File: src/rtl/alu_pkg.sv
// Shared definitions for the ALU issue stage: register file geometry, funct
// codes, downstream ALU operation codes and the funct -> ALU control decode.
// Latency: n/a (package). Backpressure: n/a (package).
package alu_pkg;

    // Register file geometry
    localparam int REG_W  = 16;
    localparam int REG_N  = 8;
    localparam int REG_AW = 3;

    // Immediate field width (sign-extended to REG_W when used)
    localparam int IMM_W  = 6;

    // Upstream funct encodings
    typedef enum logic [2:0] {
        FUNCT_ADD  = 3'b000,
        FUNCT_SUB  = 3'b001,
        FUNCT_AND  = 3'b010,
        FUNCT_OR   = 3'b011,
        FUNCT_NOR  = 3'b100,
        FUNCT_XOR  = 3'b101,
        FUNCT_RSV6 = 3'b110,
        FUNCT_RSV7 = 3'b111
    } funct_e;

    // Downstream ALU operation encodings
    typedef enum logic [2:0] {
        ALU_AND = 3'b000,
        ALU_OR  = 3'b001,
        ALU_NOR = 3'b010,
        ALU_XOR = 3'b011,
        ALU_ADD = 3'b100
    } alu_op_e;

    // Decoded control word handed to the ALU
    typedef struct packed {
        alu_op_e operation;
        logic    binvert;
        logic    carryin;
        logic    illegal;
    } alu_ctrl_t;

    // Issue-stage occupancy
    typedef enum logic {
        ST_EMPTY = 1'b0,
        ST_FULL  = 1'b1
    } issue_state_e;

    // Map funct onto the ALU's {operation, binvert, carryin} qualifiers.
    // The downstream ALU treats binvert=1 as "B passes through unmodified"
    // and binvert=0 as "B inverted", so subtract is binvert=0 + carryin=1.
    // Reserved functs are issued as a plain add and flagged illegal so the
    // consumer can raise an exception without stalling this stage.
    function automatic alu_ctrl_t decode_funct(input logic [2:0] funct);
        alu_ctrl_t c;
        c.operation = ALU_ADD;
        c.binvert   = 1'b1;
        c.carryin   = 1'b0;
        c.illegal   = 1'b0;
        case (funct)
            FUNCT_ADD: begin
                c.operation = ALU_ADD;
            end
            FUNCT_SUB: begin
                c.operation = ALU_ADD;
                c.binvert   = 1'b0;
                c.carryin   = 1'b1;
            end
            FUNCT_AND: begin
                c.operation = ALU_AND;
            end
            FUNCT_OR: begin
                c.operation = ALU_OR;
            end
            FUNCT_NOR: begin
                c.operation = ALU_NOR;
            end
            FUNCT_XOR: begin
                c.operation = ALU_XOR;
            end
            default: begin
                c.operation = ALU_ADD;
                c.illegal   = 1'b1;
            end
        endcase
        return c;
    endfunction

endpackage

File: src/rtl/alu_regfile.sv
// 8x16 register file, two combinational read ports with write-through bypass.
// Latency: reads 0 cycles (bypass returns same-cycle write data); writes land at clk edge.
// Backpressure: none; a write is always taken, r0 is hardwired to zero.
//
// Ports:
//   clk, rst          clock, synchronous active-high reset (clears all entries)
//   we/waddr/wdata    write strobe, index, value
//   raddr_a/rdata_a   read port A
//   raddr_b/rdata_b   read port B
module alu_regfile
    import alu_pkg::*;
(
    input  logic              clk,
    input  logic              rst,
    input  logic              we,
    input  logic [REG_AW-1:0] waddr,
    input  logic [REG_W-1:0]  wdata,
    input  logic [REG_AW-1:0] raddr_a,
    output logic [REG_W-1:0]  rdata_a,
    input  logic [REG_AW-1:0] raddr_b,
    output logic [REG_W-1:0]  rdata_b
);

    logic [REG_W-1:0] mem [REG_N];

    // Writes to r0 are dropped here so bypass and storage agree on r0 == 0.
    logic wr_hit;
    assign wr_hit = we && (waddr != '0);

    always_ff @(posedge clk) begin
        if (rst) begin
            for (int i = 0; i < REG_N; i++) begin
                mem[i] <= '0;
            end
        end else if (wr_hit) begin
            mem[waddr] <= wdata;
        end
    end

    // Write-through: a read of the index being written this cycle sees the
    // new value, so an op issued alongside its producer's writeback is correct.
    always_comb begin
        rdata_a = '0;
        if (raddr_a != '0) begin
            if (wr_hit && (waddr == raddr_a)) begin
                rdata_a = wdata;
            end else begin
                rdata_a = mem[raddr_a];
            end
        end
    end

    always_comb begin
        rdata_b = '0;
        if (raddr_b != '0) begin
            if (wr_hit && (waddr == raddr_b)) begin
                rdata_b = wdata;
            end else begin
                rdata_b = mem[raddr_b];
            end
        end
    end

endmodule

File: src/rtl/alu_issue_stage.sv
// ALU issue stage: reads operands, decodes funct, presents a registered ALU op.
// Latency: 1 cycle from accept to out_valid; single-entry output holding register.
// Backpressure: in_ready = !flush && (!out_valid || out_ready); outputs frozen while stalled.
//
// Optional feature: define ALU_ISSUE_IMM_EN to source alu_b from the
// sign-extended in_imm when in_use_imm=1. Without it alu_b always comes from rt.
//
// Ports:
//   clk, rst                          clock, synchronous active-high reset
//   flush                             drop held op and refuse the incoming one
//   in_valid/in_ready                 upstream handshake
//   in_funct, in_rd, in_rs, in_rt     op select, destination and source indices
//   in_use_imm, in_imm                immediate select and 6-bit signed immediate
//   wb_en, wb_addr, wb_data           register file writeback
//   out_valid/out_ready               downstream handshake
//   alu_a, alu_b                      operands
//   alu_operation, alu_binvert,
//   alu_carryin                       ALU control
//   out_rd, out_illegal               destination index, illegal-funct flag
module alu_issue_stage
    import alu_pkg::*;
(
    input  logic              clk,
    input  logic              rst,
    input  logic              flush,
    input  logic              in_valid,
    output logic              in_ready,
    input  logic [2:0]        in_funct,
    input  logic [REG_AW-1:0] in_rd,
    input  logic [REG_AW-1:0] in_rs,
    input  logic [REG_AW-1:0] in_rt,
    input  logic              in_use_imm,
    input  logic [IMM_W-1:0]  in_imm,
    input  logic              wb_en,
    input  logic [REG_AW-1:0] wb_addr,
    input  logic [REG_W-1:0]  wb_data,
    output logic              out_valid,
    input  logic              out_ready,
    output logic [REG_W-1:0]  alu_a,
    output logic [REG_W-1:0]  alu_b,
    output logic [2:0]        alu_operation,
    output logic              alu_binvert,
    output logic              alu_carryin,
    output logic [REG_AW-1:0] out_rd,
    output logic              out_illegal
);

    issue_state_e     state;
    logic             accept;
    logic [REG_W-1:0] rs_data;
    logic [REG_W-1:0] rt_data;
    logic [REG_W-1:0] b_next;
    alu_ctrl_t        ctrl_next;

    // ------------------------------------------------------------------
    // Register file. Its own reset has priority over the write strobe, so a
    // writeback coincident with rst is discarded.
    // ------------------------------------------------------------------
    alu_regfile u_regfile (
        .clk     (clk),
        .rst     (rst),
        .we      (wb_en),
        .waddr   (wb_addr),
        .wdata   (wb_data),
        .raddr_a (in_rs),
        .rdata_a (rs_data),
        .raddr_b (in_rt),
        .rdata_b (rt_data)
    );

    // ------------------------------------------------------------------
    // Handshake. rst also closes the input so nothing appears accepted in
    // the reset cycle.
    // ------------------------------------------------------------------
    assign in_ready = !rst && !flush && (!out_valid || out_ready);
    assign accept   = in_valid && in_ready;

    // ------------------------------------------------------------------
    // Operand B select and decode
    // ------------------------------------------------------------------
`ifdef ALU_ISSUE_IMM_EN
    always_comb begin
        b_next = rt_data;
        if (in_use_imm) begin
            b_next = {{(REG_W-IMM_W){in_imm[IMM_W-1]}}, in_imm};
        end
    end
`else
    // Immediate inputs are intentionally ignored in this build.
    logic unused_imm;
    assign unused_imm = &{1'b0, in_use_imm, in_imm};
    assign b_next     = rt_data;
`endif

    assign ctrl_next = decode_funct(in_funct);

    // ------------------------------------------------------------------
    // Occupancy FSM with registered outputs. The payload registers only load
    // on accept, which is what keeps them stable across a stall. Flush clears
    // only out_valid; the stale payload is harmless behind out_valid=0.
    // ------------------------------------------------------------------
    always_ff @(posedge clk) begin
        if (rst) begin
            state         <= ST_EMPTY;
            out_valid     <= 1'b0;
            alu_a         <= '0;
            alu_b         <= '0;
            alu_operation <= '0;
            alu_binvert   <= 1'b0;
            alu_carryin   <= 1'b0;
            out_rd        <= '0;
            out_illegal   <= 1'b0;
        end else if (flush) begin
            state     <= ST_EMPTY;
            out_valid <= 1'b0;
        end else begin
            case (state)
                ST_EMPTY: begin
                    if (accept) begin
                        state     <= ST_FULL;
                        out_valid <= 1'b1;
                    end
                end
                ST_FULL: begin
                    if (accept) begin
                        state     <= ST_FULL;
                        out_valid <= 1'b1;
                    end else if (out_ready) begin
                        state     <= ST_EMPTY;
                        out_valid <= 1'b0;
                    end
                end
                default: begin
                    state     <= ST_EMPTY;
                    out_valid <= 1'b0;
                end
            endcase

            if (accept) begin
                alu_a         <= rs_data;
                alu_b         <= b_next;
                alu_operation <= ctrl_next.operation;
                alu_binvert   <= ctrl_next.binvert;
                alu_carryin   <= ctrl_next.carryin;
                out_rd        <= in_rd;
                out_illegal   <= ctrl_next.illegal;
            end
        end
    end

endmodule
File: config.mk
export PLATFORM = sky130hd
export DESIGN_NAME = alu_issue_stage
export DESIGN_NICKNAME = d
export VERILOG_FILES = /design/src/rtl/alu_pkg.sv /design/src/rtl/alu_regfile.sv /design/src/rtl/alu_issue_stage.sv
export SDC_FILE = /design/constraint.sdc
export NUM_CORES = 1
export LEC_CHECK = 0
export CAP_MARGIN = 10
export CORE_UTILIZATION = 45
export CTS_BUF_LIST = sky130_fd_sc_hd__clkbuf_4
export DETAILED_ROUTE_END_ITERATION = 6
export DONT_BUFFER_PORTS = 1
export GPL_ROUTABILITY_DRIVEN = 0
export SKIP_LAST_GASP = 1
export SLEW_MARGIN = 25
export SYNTH_ARGS = -nofsm -noshare
export SYNTH_HDL_FRONTEND = slang
export SYNTH_SLANG_ARGS = --single-unit
File: constraint.sdc
create_clock -name clk -period 2.5 [get_ports clk]
set_input_delay 0.5 -clock clk [delete_from_list [all_inputs] [get_ports clk]]
set_output_delay 0.5 -clock clk [all_outputs]
set_load 0.03 [all_outputs]
==> flow_summary.toml <==
[global_routing]
overflow = 0
antenna_found_initial = 2
track_usage_pct = 22.8
grt_max_degree = 39
grt_pass1_wl_um = 31500
grt_pass1_vias = 5079

[finish]
fin_nets = 642
most-common-layout-cells = "edfxtp_1 (128), and2_1 (113), mux4_2 (64), dfxtp_1 (43), nor2_1 (40)"
nFillCells = 1554
drive_above_1_share_pct = 20.9
instances_no_fill = 839
final_core_util_pct = 50.2
area_delta_synth_final_pct = 8.65
mostFrequentLayoutCell = "edfxtp_1"

[pwr]
power_density_nw_per_um2 = 626
ir_worst_vdd_v = 0.000251
p_leak_uw = 0.00321

[drt]
dr.first_iter.drc_count = 478
dr.pass1.iters = 7
vias = 4988
vias_per_cell = 5.95
drt_wl_total_um = 20500
wl_per_cell_um = 24.4
detail-route-antenna-nets = 0
drc = 20

[sta]
min_period_ns = 1.97
finalSetupTns_ns = 0
finalCritPeriodShare_pct = 78.8
rsz0062_at_grt = "false"
skew_ns = 0.0189
max_clock_freq_mhz = 508
setup_violations = 0
relSlewSlack_pct = 60.2
hold_viol = 0
drv_slew = 0
holdWs_ns = 0.0458
tightest_slew_ns = 0.597

[synthesis]
ys_seq_area_share_pct = 56.3
syn-cell-area_sq_um = 8350
synth_edf_count = 128
syn_avg_cell_area_sq_um = 14.5
ys_types = 40
synth_seq_cells = 171
syn_inst = 576
yosys_warnings = 0
synthArstFlopShare_pct = 0
dominantRegCellSynth = "edfxtp_1"

[clock_tree]
cts_made_buffers = 17
cts_max_level = 4
cts_root_buf = "clkbuf_4"
postCtsSetupBuffers = 0
ctsResizeCount = 0
clockBufferDepth = 2
clkTransAtPathRegs_ns = 0.16
cts_tree = "built"
cts_hold_buf = 3
clock-sinks = 171
insertion_delay_ns = 0.58

[floorplanning]
dieArea_sq_um = 19100
core_area_sq_um = 18100
fp.dieH_um = 138
fp.dieW_um = 138
initial_core_util_pct = 46.2
ios = 87
std_cell_rows = 49

[critical_path]
start_kind = "flip-flop"
required_ns = 2.00
path_max_fanout = 5
crit_type = "reg -> out"
cp-end-kind = "primary output"
worstPathArrival_ns = 1.47
r2r_cells = 6

[place]
placed_cells = 795
hpwl_um = 11900
numPortBuffers = 0

[hold_path]
min-delay-path-class = "in -> reg"
hold_depth = 1

[status]
status = "finished, violations left"
failed_checks = "design-rule violations"

[flow_run]
drv_cap = 0
==> final timing paths <==
kind                    from  slack [ns]       end
setup reg to reg   out_valid        0.63  alu_a[6]
setup / recovery   out_valid        0.53  in_ready
hold / removal    wb_data[7]        0.05  alu_b[7]
hold reg to reg        state        0.52     state
==> cells by family after synthesis <==
family	Yosys count	synth area share (%)
AND/OR/NAND/NOR	207	13.8
buffers and inverters	43	2.43
adder cells (fa/ha/maj)	2	0.300
flip-flops	171	56.3
other	1	0.0449
AO/OA/AOI/OAI	51	5.44
multiplexers	96	21.1
XOR/XNOR	5	0.524
==> sequential cells by signal, indices dropped and copies added, names as in the netlist <==
signal and cells:
u_regfile.mem 128, alu_a 16, alu_b 16, alu_operation 3, out_rd 3, alu_binvert 1, alu_carryin 1, out_illegal 1
out_valid 1, state 1
==> layout make-up <==
cell class | instances | area (sq um) | share of cell area (%)
Multi-Input combinational cell | 377 | 3510 | 38.7
Clock inverter | 15 | 188 | 2.07
Sequential cell | 171 | 4700 | 51.9
Inverter | 3 | 11.3 | 0.124
Clock buffer | 17 | 128 | 1.41
Antenna cell | 1 | 2.50 | 0.0276
Timing Repair Buffer | 26 | 238 | 2.62
Tap cell | 229 | 287 | 3.16
==> per-stage QoR <==
| stage | setup WS, ns | area [sq um] | total power (uW) |
|---|---|---|---|
| 6_report | 0.530 | 9070 | 5680 |
| 3_3_place_gp | 0.456 | 8630 | 3950 |
| 5_1_grt | 0.423 | 9070 | 5880 |
| 4_1_cts | 0.517 | 8980 | 5700 |
| 3_5_place_dp | 0.435 | 8630 | 3960 |
| 2_1_floorplan | 0.447 | 8410 | 3900 |
==> cell usage after synthesis (2+ instances only) <==
cell type  count  area share [%]
edfxtp_1     128              46
nand4_1        2            0.15
or2_2          8            0.60
and2_1       113             8.5
mux4_2        64              17
buf_2         12            0.72
inv_1          3            0.13
ha_1           2            0.30
nor2_1        40             1.8
buf_4          3            0.27
a221o_1       32             3.8
buf_6          2            0.27
nand3_1        4            0.24
dfxtp_1       43              10
xor2_1         4            0.42
nand2_1       19            0.85
a21oi_1       12            0.72
nor3_1         8            0.48
clkbuf_1      22            0.99
nand2b_1       4            0.30
mux2i_1       32             3.8
==> layer usage <==
layer	wire length, um	vias up	track usage [%]
li1	-	2245	-
met1	8010	2537	27.0
met2	10800	179	40.5
met3	1330	27	5.96
met4	336	0	7.63
met5	0	-	0
==> worst max-delay path, stage by stage (launching register included) <==
cell and delay [ns]:
dfxtp_1 0.34, nand2b_1 0.20, and2_1 0.36
==> power by group <==
group	switching (uW)	total, uW	internal [uW]
clock	1040	1750	714
sequential	176	3410	3230
combinational	213	521	308
total	1430	5680	4250
Note: power is estimated with default switching activity, not from simulation.
